===== config.mk =====
export PLATFORM = sky130hd
export DESIGN_NAME = hazard_stall_ctrl
export DESIGN_NICKNAME = d
export VERILOG_FILES = /design/src/rtl/hazard_stall_ctrl.sv
export SDC_FILE = /design/constraint.sdc
export NUM_CORES = 1
export LEC_CHECK = 0
export ABC_AREA = 1
export BUFFER_PORTS_ARGS = -buffer_cell sky130_fd_sc_hd__buf_2
export CAP_MARGIN = 5
export CORE_MARGIN = 1.5
export CORE_UTILIZATION = 35
export CTS_BUF_LIST = sky130_fd_sc_hd__clkbuf_16
export CTS_CLUSTER_SIZE = 16
export DETAILED_ROUTE_END_ITERATION = 10
export GPL_ROUTABILITY_DRIVEN = 1
export GPL_TIMING_DRIVEN = 0
export HOLD_SLACK_MARGIN = 0.05
export PLACE_DENSITY = 0.76
export SETUP_SLACK_MARGIN = 0.1
export SKIP_CTS_REPAIR_TIMING = 1
export SLEW_MARGIN = 10
export SYNTH_ARGS = -nofsm -noshare
export SYNTH_HDL_FRONTEND = slang
export SYNTH_SLANG_ARGS = --single-unit

===== constraint.sdc =====
create_clock -name CLK -period 1.35 [get_ports CLK]
set_input_delay 0.135 -clock CLK [delete_from_list [all_inputs] [get_ports CLK]]
set_output_delay 0.135 -clock CLK [all_outputs]
set_load 0.1 [all_outputs]

===== src/rtl/hazard_stall_ctrl.sv =====
// Pipeline hazard/stall controller: RUN / IC_WAIT / FLUSH sequencing of PC, IF/ID and back-end write enables.
// Optional perf counters built only when HAZARD_PERF_CNT_EN is defined.
module hazard_stall_ctrl #(
    parameter int FLUSH_CYCLES = 1,
    parameter int CNT_W        = 32
) (
    input  logic             CLK,
    input  logic             RST,
    input  logic             LOAD_USE_STALL,
    input  logic             BRANCH_TAKEN,
    input  logic             IC_MISS,
    input  logic             IC_FILL_DONE,
    output logic             PC_WE,
    output logic             IF_ID_WE,
    output logic             PIPE_WE,
    output logic             IF_ID_FLUSH,
    output logic             ID_EX_FLUSH,
    output logic [1:0]       STATE,
    output logic [CNT_W-1:0] STALL_CNT,
    output logic [CNT_W-1:0] FLUSH_CNT
);

    typedef enum logic [1:0] {
        ST_RUN     = 2'b00,
        ST_IC_WAIT = 2'b01,
        ST_FLUSH   = 2'b10,
        ST_BAD     = 2'b11
    } state_e;

    localparam logic [1:0] FLUSH_INIT = 2'(FLUSH_CYCLES - 1);

    state_e     state_q, state_d;
    state_e     ret_q, ret_d;
    logic [1:0] fcnt_q, fcnt_d;

    always_comb begin
        state_d     = state_q;
        ret_d       = ret_q;
        fcnt_d      = fcnt_q;
        PC_WE       = 1'b0;
        IF_ID_WE    = 1'b0;
        PIPE_WE     = 1'b0;
        IF_ID_FLUSH = 1'b0;
        ID_EX_FLUSH = 1'b0;

        case (state_q)
            ST_RUN: begin
                if (BRANCH_TAKEN) begin
                    PC_WE       = 1'b1;
                    IF_ID_WE    = 1'b1;
                    PIPE_WE     = 1'b1;
                    IF_ID_FLUSH = 1'b1;
                    ID_EX_FLUSH = 1'b1;
                    if (FLUSH_CYCLES > 1) begin
                        state_d = ST_FLUSH;
                        fcnt_d  = FLUSH_INIT;
                    end else begin
                        fcnt_d  = 2'd0;
                    end
                end else if (IC_MISS) begin
                    state_d = ST_IC_WAIT;
                    ret_d   = ST_RUN;
                end else if (LOAD_USE_STALL) begin
                    // Hold PC and IF/ID, let the back end advance with a bubble.
                    PIPE_WE     = 1'b1;
                    ID_EX_FLUSH = 1'b1;
                end else begin
                    PC_WE    = 1'b1;
                    IF_ID_WE = 1'b1;
                    PIPE_WE  = 1'b1;
                end
            end
            ST_IC_WAIT: begin
                if (IC_FILL_DONE) begin
                    state_d = ret_q;
                end
            end
            ST_FLUSH: begin
                if (IC_MISS) begin
                    state_d = ST_IC_WAIT;
                    ret_d   = ST_FLUSH;
                end else begin
                    PC_WE       = 1'b1;
                    IF_ID_WE    = 1'b1;
                    PIPE_WE     = 1'b1;
                    IF_ID_FLUSH = 1'b1;
                    fcnt_d      = fcnt_q - 2'd1;
                    if (fcnt_q <= 2'd1) begin
                        state_d = ST_RUN;
                        fcnt_d  = 2'd0;
                    end
                end
            end
            default: begin
                state_d = ST_RUN;
            end
        endcase

        if (RST) begin
            PC_WE       = 1'b0;
            IF_ID_WE    = 1'b0;
            PIPE_WE     = 1'b0;
            IF_ID_FLUSH = 1'b1;
            ID_EX_FLUSH = 1'b1;
        end
    end

    always_ff @(posedge CLK) begin
        if (RST) begin
            state_q <= ST_RUN;
            ret_q   <= ST_RUN;
            fcnt_q  <= 2'd0;
        end else begin
            state_q <= state_d;
            ret_q   <= ret_d;
            fcnt_q  <= fcnt_d;
        end
    end

    assign STATE = state_q;

`ifdef HAZARD_PERF_CNT_EN
    logic [CNT_W-1:0] stall_cnt_q, stall_cnt_d;
    logic [CNT_W-1:0] flush_cnt_q, flush_cnt_d;

    always_comb begin
        stall_cnt_d = stall_cnt_q;
        flush_cnt_d = flush_cnt_q;
        if (!PC_WE && (stall_cnt_q != {CNT_W{1'b1}})) begin
            stall_cnt_d = stall_cnt_q + 1'b1;
        end
        if (IF_ID_FLUSH && (flush_cnt_q != {CNT_W{1'b1}})) begin
            flush_cnt_d = flush_cnt_q + 1'b1;
        end
    end

    always_ff @(posedge CLK) begin
        if (RST) begin
            stall_cnt_q <= '0;
            flush_cnt_q <= '0;
        end else begin
            stall_cnt_q <= stall_cnt_d;
            flush_cnt_q <= flush_cnt_d;
        end
    end

    assign STALL_CNT = stall_cnt_q;
    assign FLUSH_CNT = flush_cnt_q;
`else
    assign STALL_CNT = '0;
    assign FLUSH_CNT = '0;
`endif

endmodule


# == Word level (Yosys, flattened, before mapping) ==
# Cells that the tools add are included.
# totals
ff_bits,6
inputBits,6
out_inout_bits,71
word_cells,50
# classes
n_addsub,1
magnitude_cmp,1
n_eq_ne,9
mux,31
n_reduce_logical,5
# op_table
operator,n
$mux W2,11
$mux W1,14
$ne A2 B2 Y1 const B,6
$pmux W2 S2,2
$reduce_and A4 Y1,2
$pmux W1 S2,3
$pmux W2 S3,1
$ne A3 B3 Y1 const B,1
$reduce_and A3 Y1,1
$eq A2 B1 Y1 const B,1
$eq A2 B2 Y1 const B,1
$le A2 B1 Y1 const B,1
$logic_not A2 Y1,1
$reduce_bool A2 Y1,1
$sub A2 B1 Y2 const B,1

# == Depth between registers and ports, before layout ==
# depth
word_depth,5
depth_mapped,6
depth_no_buf,6

# == Worst setup path before layout ==
# No wires, ideal clock.
# synth_timing
path_kind,register to output
startpoint,"reg state_q[1], in the netlist STATE[1]"
endpoint,out PC_WE
t_arrival_ns,3.418
t_required_ns,1.215
setup_slack_ns,-2.203
path_stages_with_launch,6
n_path_buf,1
cell_sequence,dfxtp_1 inv_2 nor2_4 nand2_4 a21oi_1 buf_4
# synth_via
elab_chain_cells,3
word_cells_on_any_way,4
cone_classes,1 x eq/ne; 2 x mux; 1 x reduce/logical
# synth_lines
item,line_no,source
start: declaration,32,"state_e state_q, state_d;"
start signal: assignment,114,state_q <= state_d;
$eq A2 B2 Y1 or $logic_not A2 Y1 (tied branches),--,
$pmux W1 S2 (*),--,
$mux W1 (*),--,
end: declaration,13,"output logic PC_WE,"
# Mark *: on every way between the ends. The rest lies on a longest branch, timed or not.

# == Worst setup path after layout ==
# layout_timing
startpoint,"reg state_q[1], in the netlist STATE[1]"
endpoint,out PC_WE
# layout_via
elab_chain_cells,3
word_cells_on_any_way,4
cone_classes,1 x eq/ne; 2 x mux; 1 x reduce/logical
# layout_lines
item,line_no,source
$eq A2 B2 Y1 or $logic_not A2 Y1 (tied branches),46,case (state_q)
$pmux W1 S2 (*),46,
$mux W1 (*),99,if (RST) begin
# Marks and branches as above.

==> impl_metrics.tcl <==
set metrics [dict create \
    status "finished with violations" \
    violations "setup timing" \
    syn_area_per_cell_um2 7.12 \
    final_common_cell "buf_4" \
    io_pins 77 \
    crit_fanout 4 \
    crit_arrival_ps 1330 \
    crit_start "STATE[1]" \
    port-buffer-count 12 \
    cts_tree "yes" \
    grt_pass1_vias 431 \
    drv_slew 0 \
    maxCapViolCount 0 \
    grt_max_degree 7 \
    ys_seq_elements 5 \
    p_clk_frac 0.218 \
    viasPerCell 3.08 \
    remaining_drc_errors 0 \
    sequentialPowerShare 0.092 \
    cts.sinks 5 \
    r2r_start "STATE[1]" \
    dp_hpwl_mm 1.15 \
    fillCellCount 202 \
    reg2reg_depth 7 \
    cts_buffers 3 \
    fmax_mhz 682 \
    min_period_ps 1470 \
    cts_max_level 1 \
    p_int_mw 0.843 \
    cts.path.max_buffers 2 \
    dr_total_vias 684 \
    worstSetupPathType "reg -> out" \
    final_cell_mix "buf_4 (67), conb_1 (64), nand2_1 (12)" \
    end_kind "output pin" \
    setup_ws_ps -117 \
    pwr-share-comb 0.689 \
    avgRoutedWirePerCell_um 5.95 \
    grt_pass1_wl_mm 1.64 \
    fin_crit_sh 1.09 \
    antenna_cells 0 \
    drt_iter0_drc 9 \
    clk_latency_ps 220 \
    irDropWorstVdd_uv 953 \
    ant_nets 0 \
    num-nets-final 201 \
    row_count 17 \
    utilization 0.609 \
    crit_required_ps 1220 \
    drive_gt1_frac 0.485 \
    ys_warn_count 0 \
    synth-seq-area-share 0.126 \
    clock_skew_ps 0.756 \
    start_util 0.364 \
    endpoint "PC_WE" \
    rsz0062_at_grt "yes" \
    path_clk_slew_ps 30 \
    dieHeight_um 50.7 \
    gr-usage-all-layers 0.0856 \
    synth_cell_type_count 17 \
    finalHoldViolCount 0 \
    cts_root_buffer "clkbuf_16" \
    p_sw_mw 1.29 \
    die_area_mm2 0.00257 \
    r2r_slack_ps 140 \
    antenna_found_initial 0 \
    area_growth_pct 67.5 \
    core_area_mm2 0.00219 \
    setup_viol 5 \
    wirelength_mm 1.32 \
    cp-start-kind "flip-flop" \
    finalPower_mw 2.14 \
    leakagePower_nw 0.840 \
    min-delay-path-class "in -> reg" \
    overflow 0 \
    synth_area_um2 797 \
    drtPass1Iterations 4 \
    rr_endpoint "fcnt_q[0]" \
    swShare 0.606 \
    synth_cells 112 \
    pwr_density_cell_mw_per_mm2 1600 \
    dieWidth_um 50.7 \
    gp_congestion 0.763 \
]
-- layout make-up --
cell class | count | area [um^2] | area share
multi-input combinational | 100 | 462 | 0.346
timing repair buffer | 15 | 130 | 0.0975
tap | 28 | 35.0 | 0.0262
sequential | 5 | 108 | 0.0806
clock buffer | 3 | 75.1 | 0.0562
buffer | 65 | 500 | 0.375
clock inverter | 1 | 3.75 | 0.00281
inverter | 5 | 21.3 | 0.0159
-- power by group through the flow --
stage | Sequential [mW] | Clock (mW) | Combinational [mW]
floorplan | 0.278 | 0 | 1.26
CTS | 0.198 | 0.475 | 1.40
global route | 0.201 | 0.493 | 1.52
detailed placement | 0.199 | 0 | 1.40
finish | 0.197 | 0.467 | 1.47
global placement | 0.200 | 0 | 1.40
-- synthesized netlist by cell type (all sizes together) --
cell type | n | area (um^2)
inv | 5 | 18.8
nand3b | 2 | 15.0
dfxtp | 5 | 100
a21oi | 6 | 33.8
and3 | 1 | 7.51
conb | 1 | 3.75
o21ai | 1 | 5.00
a22oi | 1 | 7.51
nor2 | 7 | 36.3
nand3 | 5 | 25.0
buf | 65 | 488
nand2 | 13 | 56.3
-- state kept, by name, summed over array words and instances (netlist names) --
signal / count
STATE: 2
fcnt_q: 2
ret_q: 1
-- stage by stage --
step | hold slack, ps | worst slack [ps] | instances | TNS (ps) | instance area [um^2]
3_5_place_dp | 412 | -146 | 215 | -294 | 1190
5_1_grt | 198 | -175 | 222 | -726 | 1340
6_report | 182 | -117 | 222 | -456 | 1340
4_1_cts | 177 | -387 | 219 | -1500 | 1260
2_1_floorplan | 194 | -527 | 175 | -1390 | 1090
3_3_place_gp | 408 | -138 | 215 | -277 | 1190
-- metal layers --
metal,vias up,GRT usage,part of all wire
met4,0,0.0405,0
met1,259,0.0790,0.34
met3,0,0.0446,0.11
met5,-,0,0
met2,41,0.154,0.55
li1,384,-,-
-- kinds of logic (layout without fill, tap and decap cells) --
kind of cell	Yosys count	in the layout	synth area share
buffers and inverters	70	89	0.636
and+or+nand+nor	28	28	0.176
AOI/OAI and AO/OA	8	8	0.0581
DFF	5	5	0.126
other	1	64	0.00471
-- critical path, cell delays in order (launching register included) --
cell and delay, ps:
dfxtp_4 360, inv_4 40, nor2_4 130, nand2_4 90, a21oi_4 200, buf_12 120
buf_12 160
-- worst min-delay path by stage --
stage          startpoint       end  slack, ps  cells past startpoint
2_1_floorplan         RST  STATE[0]        190                      1
3_3_place_gp          RST  ret_q[1]        410                      2
3_5_place_dp          RST  ret_q[1]        410                      2
4_1_cts               RST  ret_q[1]        180                      2
5_1_grt               RST  ret_q[1]        200                      2
6_report              RST  ret_q[1]        180                      2
Note: power is estimated with default switching activity, not from simulation.
